`config.mk`:
```
export PLATFORM = sky130hd
export DESIGN_NAME = rr_req_agent
export DESIGN_NICKNAME = d
export VERILOG_FILES = /design/src/rtl/rr_req_agent.sv
export SDC_FILE = /design/constraint.sdc
export NUM_CORES = 1
export LEC_CHECK = 0
export BUFFER_PORTS_ARGS = -buffer_cell sky130_fd_sc_hd__buf_2
export CORE_UTILIZATION = 35
export CTS_CLUSTER_SIZE = 25
export DETAILED_ROUTE_END_ITERATION = 7
export GPL_ROUTABILITY_DRIVEN = 0
export HOLD_SLACK_MARGIN = 0.06
export PLACE_DENSITY = 0.53
export SYNTH_ARGS = -nofsm -noshare
export SYNTH_HDL_FRONTEND = slang
export SYNTH_SLANG_ARGS = --single-unit
```
`constraint.sdc`:
```
create_clock -name clk -period 3.83 [get_ports clk]
set_input_delay 0.766 -clock clk [delete_from_list [all_inputs] [get_ports clk]]
set_output_delay 0.766 -clock clk [all_outputs]
set_load 0.005 [all_outputs]
```
`src/rtl/rr_req_agent.sv`:
```
// rr_req_agent
//   Requester-side agent for one port of a 4-way round-robin grant arbiter.
//   It buffers client words in a circular FIFO and raises req while words are
//   pending. It places exactly one word on the shared bus per granted cycle.
//   It also records the grant wait history and flags protocol violations.
//
// Ports
//   clk, rst        clock, synchronous active-high reset
//   in_valid/ready  client push handshake, in_data = client word
//   req / grant     arbiter request out, arbiter grant in
//   out_valid       a word is on the shared bus this cycle (== a pop)
//   out_data        FIFO head, qualify with out_valid
//   fill            FIFO occupancy, 0..DEPTH
//   spurious        sticky: grant seen while the FIFO was empty
//   starve          sticky: wait run exceeded STARVE_LIM
//   wait_max        longest requesting-without-grant run, saturates at 255
//
// DEPTH must be a power of 2 and at least 2. Pointers wrap by overflow.
module rr_req_agent #(
  parameter int DW         = 8,
  parameter int DEPTH      = 4,
  parameter int STARVE_LIM = 8
) (
  input  logic                     clk,
  input  logic                     rst,
  input  logic                     in_valid,
  output logic                     in_ready,
  input  logic [DW-1:0]            in_data,
  output logic                     req,
  input  logic                     grant,
  output logic                     out_valid,
  output logic [DW-1:0]            out_data,
  output logic [$clog2(DEPTH):0]   fill,
  output logic                     spurious,
  output logic                     starve,
  output logic [7:0]               wait_max
);

  localparam int AW = $clog2(DEPTH);
  localparam int FW = AW + 1;

  logic [DW-1:0] mem [DEPTH];
  logic [AW-1:0] wr_ptr, rd_ptr;
  logic          push, pop, empty, full;
  logic [7:0]    wait_cnt;
  logic [8:0]    wait_inc;
  logic [7:0]    wait_sat;

  assign empty     = (fill == '0);
  assign full      = (fill == FW'(DEPTH));
  assign pop       = grant && !empty;
  // A pop on a full FIFO frees its slot in the same cycle.
  assign in_ready  = !full || pop;
  assign push      = in_valid && in_ready;
  assign out_valid = pop;
  assign out_data  = mem[rd_ptr];
  // Count only words that are still present after this cycle's pop, so req
  // drops while the last word goes out. The registered arbiter grant then
  // cannot land on an empty FIFO. A same-cycle push is not counted yet.
  assign req       = (fill - FW'(pop)) != '0;

  // Storage is not reset. out_data stays undefined until the first push.
  always_ff @(posedge clk) begin
    if (!rst && push) mem[wr_ptr] <= in_data;
  end

  always_ff @(posedge clk) begin
    if (rst) begin
      wr_ptr <= '0;
      rd_ptr <= '0;
      fill   <= '0;
    end else begin
      if (push) wr_ptr <= wr_ptr + AW'(1);
      if (pop)  rd_ptr <= rd_ptr + AW'(1);
      case ({push, pop})
        2'b10:   fill <= fill + FW'(1);
        2'b01:   fill <= fill - FW'(1);
        default: fill <= fill;
      endcase
    end
  end

  // Wait monitor. wait_inc is one bit wider so the 255 -> 256 step is visible.
  assign wait_inc = {1'b0, wait_cnt} + 9'd1;
  assign wait_sat = wait_inc[8] ? 8'hFF : wait_inc[7:0];

  always_ff @(posedge clk) begin
    if (rst) begin
      wait_cnt <= '0;
      wait_max <= '0;
      starve   <= 1'b0;
      spurious <= 1'b0;
    end else begin
      if (req && !grant) begin
        wait_cnt <= wait_sat;
        if (wait_inc > {1'b0, wait_max}) wait_max <= wait_sat;
        if ({23'd0, wait_inc} > 32'(STARVE_LIM)) starve <= 1'b1;
      end else begin
        wait_cnt <= '0;
      end
      if (grant && empty) spurious <= 1'b1;
    end
  end

endmodule

```
# Word level (Yosys, flattened, before mapping)
# Memories as Yosys holds them, arrays and structs flattened. A register that Yosys moved wholly into a read port is not among the register bits.
# Index checks and enable logic that the tools add are counted.
[word_totals]
memories = 1
wordCells = 42
register_bits = 25
ramBits = 32
input_bits = 12
[classes]
n_reduce_logical = 16
eq_ne = 3
magnitude_cmp = 2
n_addsub = 6
mux = 6
bitwise = 1
[mem_list]
columns = ["name", "words", "width", "rd", "rd_ports_with_merged_regs", "wr", "line", "rtl"]
rows = [
  ["mem", 4, 8, 1, 1, 1, "42", "logic [DW-1:0] mem [DEPTH];"],
]
[op_table]
columns = ["cell", "count"]
rows = [
  ["8-bit by 1-bit adder with 9-bit output (second input constant)", 1],
  ["9-bit by 4-bit > comparator with 1-bit output (second input constant)", 1],
  ["9-bit by 8-bit > comparator with 1-bit output", 1],
  ["8-bit two-way mux", 1],
  ["3-bit one-hot mux with 2 select lines", 1],
  ["1-bit logical AND", 5],
  ["2-bit by 1-bit adder with 2-bit output (second input constant)", 2],
  ["1-bit zero test", 4],
  ["2-bit two-way mux", 2],
  ["2-bit AND reduction", 2],
  ["3-bit by 1-bit adder with 3-bit output (second input constant)", 1],
  ["3-bit == test (second input constant)", 1],
  ["3-bit zero test", 1],
  ["3-bit nonzero test", 1],
  ["3-bit by 1-bit subtractor with 3-bit output", 1],
  ["3-bit by 1-bit subtractor with 3-bit output (second input constant)", 1],
  ["2-bit by 1-bit == test with 1-bit output (second input constant)", 1],
  ["2-bit == test (second input constant)", 1],
  ["1-bit two-way mux", 2],
  ["2-bit nonzero test", 1],
  ["2-bit OR reduction", 1],
  ["1-bit logical OR", 1],
  ["1-bit NOT", 1],
]

# Longest topological paths before layout
[depth]
word_depth = 8
depth_mapped = 10
mapped_depth_nobuf = 10

# Least setup slack after synthesis
# No wires, ideal clock.
[synth_path]
kind = "register to register"
startpoint = "register wait_cnt[2]"
endpoint = "register wait_max[0]"
arrival_time_ps = 2524
setup_slack_ps = 1185
path_buffers = 1
setup_time_ps = 121
period_less_slack_ps = 2645
path_stages_with_launch = 11
path_cell_list = "dfxtp_1 -> and4_4 -> buf_6 -> nand4_1 -> xnor2_1 -> ha_1 -> o21ai_0 -> o21bai_1 -> a221o_1 -> o21ai_4 -> mux2_2"
[synth_via]
elab_chain_cells = 3
[synth_rtl]
columns = ["item", "line", "rtl"]
rows = [
  ["start: declaration", "45", "logic [7:0] wait_cnt;"],
  ["start signal: assignment", "95", "wait_cnt <= wait_sat;"],
  ["8-bit by 1-bit adder with 9-bit output (*)", "84", "assign wait_inc = {1'b0, wait_cnt} + 9'd1;"],
  ["9-bit by 8-bit > comparator with 1-bit output", "96", "if (wait_inc > {1'b0, wait_max}) wait_max <= wait_sat;"],
  ["2-bit AND reduction (no source line)", "--", ""],
  ["end signal: assignment", "96", ""],
  ["end: declaration", "36", "output logic [7:0] wait_max"],
]
# Mark *: on every way between the ends. The rest lies on a longest branch, timed or not.
# A chain may end at the register's enable or synchronous reset.

# Worst setup path after layout
[layout_path]
startpoint = "register wait_cnt[2]"
endpoint = "register wait_max[7]"
# Same word-level chain as after synthesis.

==> run summary <==
EDFF count, synth - 32
YS warnings - 0
max_cap viols - 0
arrival time worst endpoint - 3.10 ns
Worst Path Max Fanout - 9
Port Buf Inserts - 35
placed wire-length estimate - 3.70 mm
drt drc - 0
pins over their slew limit - 0
worst-margin pin slew - 0.559 ns
fin nets - 294
Post-CTS Hold Buffers - 0
Post-CTS Setup Repair Bufs - 0
Lkg Pwr - 1.24 nW
RR Startpoint - wait_cnt[2]
largest net degree at the start of global routing - 28
Worst setup SP type - flip-flop
GR Layer Usage met2 - 19.6%
r2r endpoint - wait_max[7]
die height - 91.2 microns
CTS buffer count - 9
Setup Skew - 0.00657 ns
starting DRC count in detailed routing - 84
clock share of power - 26.2%
Die Area - 8320 sq um
Synth Register Bits - 59
CTS tree - yes
total wire length - 5.16 mm
IO Count - 36
GRT Max-Usage Layer - met2
FILL cells - 756
syn_nets - 258
Flop pwr share - 43.4%
critical path, cell by cell - and4_4 > nand4_1 > xnor2_1 > ha_1 > o21ai_0 > o21bai_1 > a221o_1 > o21ai_4 > mux2_2
RSZ-0062 raised after global routing - no
status - complete, no violations
Pwr Total - 0.00188 W
layout cell share with drive strength beyond 1 - 27.5%
Critical Path End - wait_max[7]
root buf cell - clkbuf_8
vias in the first global route - 1738
diode count - 0
core area - 7730 sq um
vias per cell - 4.73
clk_lat worst skew - 0.33 ns
setup TNS - 0 ns
GR Layer Usage met1 - 18.1%
CP peak stage delay - 0.41 ns
commonest cells after routing, fill and taps aside - 35 x buf_2, 32 x edfxtp_1, 30 x nor2_1
Int Pwr - 0.00126 W
Initial Util - 36.0%
Combinational Power Share - 30.4%
crit-path leading delay family - compound AO/OA/AOI/OAI gates
reg2reg path depth - 9
flop-to-flop setup slack - 0.95 ns
post-synth cell types - 45
first-pass GRT wire length - 8.54 mm
Clock Tree Buf Depth - 2
ys flop type - edfxtp_1
cts repair resizes - 0
global route overflow - 0
critical path type - reg2reg
P per Cell Area - 587 nW/um^2
Async SR Flop Fraction - 0%
Worst VDD drop - 0.000368 V
Final Core Density - 41.5%
final worst path period share - 75.2%
switch share - 33.0%
commonest non-fill, non-tap cell in the layout - buf_2
gr usage total - 13.4%
Critical path buffers and inverters - 0
Max Freq - 347 MHz
clock sinks - 59
sequential fraction of the synthesis area - 53.9%
Avg Inst Size Synth - 12.0 sq um
critical path data required time - 4.05 ns
FP Rows - 32
Mapped Area - 2790 sq um
met3 Use GR - 5.36%
Die Wd - 91.2 microns
initial antenna violation count - 0
Final min period - 2.88 ns
Switch Pwr - 0.000622 W
Syn-to-layout area delta - 15.2%
post-route ant nets - 0
Setup crit start - wait_cnt[2]
final-report hold violation count - 0
Worst Setup End Kind - flip-flop
worst hold path class - reg2reg
Via Count - 1774
DR WL/cell - 13.8 microns
synthesized instance count - 232
Rel. slew slack - 62.6%
total iterations of the first detailed-routing run - 4
cell depth of the worst setup path - 9
# setup viols final - 0
clock slew at reported path FFs - 0.07 ns
slowest library cell on the worst path - dfxtp_1
H-tree depth - 3
[flip-flops by register name, summed over array words and instances, names as in the netlist, named ones only]
register and count:
wait_max 8, rd_ptr 2, fill 3, wr_ptr 2
spurious 1, mem 32, starve 1, wait_cnt 8
[power by group through the flow]
stage	combinational [W]	sequential, W	clock (W)
5_1_grt	0.000639	0.000833	0.000541
2_1_floorplan	0.000444	0.000792	0
4_1_cts	0.000581	0.000820	0.000513
3_3_place_gp	0.000576	0.000836	0
6_report	0.000572	0.000817	0.000494
3_5_place_dp	0.000577	0.000834	0
[worst min path at each step]
stage | start | end | slack, ns | depth (start not counted)
after floorplan | starve | starve | 0.44 | 2
after global placement | starve | starve | 0.43 | 2
after detailed placement | starve | starve | 0.44 | 2
after CTS | starve | starve | 0.46 | 2
after global routing | starve | starve | 0.48 | 2
final | starve | starve | 0.45 | 2
[tightest hold or removal path: stages (launching register included)]
cell     delay [ns]
dfxtp_1        0.31
inv_1          0.05
a21oi_1        0.05
[kinds of logic after synthesis]
family,synth area share (%)
buffers and inverters,4.13
AO/OA/AOI/OAI,8.58
AND/OR/NAND/NOR,12.1
XOR/XNOR,4.40
flip-flops,53.9
adder cells (fa/ha/maj),6.92
multiplexers,9.97
[synth_stat cells (2+ instances only)]
| cell type | n | share of area [%] |
|---|---|---|
| a21oi_1 | 9 | 1.6 |
| mux2_2 | 6 | 2.4 |
| a31oi_1 | 3 | 0.67 |
| nand3_1 | 6 | 1.1 |
| xor2_1 | 6 | 1.9 |
| nor2b_1 | 4 | 0.90 |
| dfxtp_1 | 27 | 19 |
| and2_1 | 4 | 0.90 |
| xnor2_1 | 8 | 2.5 |
| nand2b_1 | 5 | 1.1 |
| nor2_1 | 30 | 4.0 |
| mux4_2 | 8 | 6.5 |
| a211oi_2 | 2 | 0.90 |
| nand4_1 | 3 | 0.67 |
| a211oi_1 | 2 | 0.54 |
| nand2_1 | 10 | 1.3 |
| o21bai_1 | 2 | 0.54 |
| edfxtp_1 | 32 | 35 |
| clkbuf_1 | 7 | 0.94 |
| nor3_1 | 2 | 0.36 |
| o21ai_0 | 5 | 0.90 |
| mux2i_1 | 3 | 1.1 |
| ha_1 | 13 | 5.8 |
| inv_1 | 14 | 1.9 |
[per-layer routing]
layer	share of wire (%)	wire, microns	vias to the layer above
li1	-	-	903
met1	51	2620	824
met2	43	2240	40
met3	4.4	227	7
met4	1.4	74	0
met5	0	0	-
[area by class of cell]
class,count,area [sq um],share of cell area [%]
clock buffer,9,124,3.86
clock inverter,7,52.6,1.64
inverter,14,52.6,1.64
multi-input combinational,148,1170,36.4
sequential,59,1500,46.8
tap,102,128,3.98
timing repair buffer,36,183,5.69
[stage by stage]
stage	instance area, sq um	cells	setup slack (ns)	hold slack [ns]
detailed placement	3030	359	0.847	0.441
CTS	3210	375	0.944	0.458
finish	3210	375	0.949	0.450
global placement	3030	359	0.901	0.435
global route	3210	375	0.701	0.481
floorplan	2790	232	1.18	0.442
(Power assumes the default switching activity.)
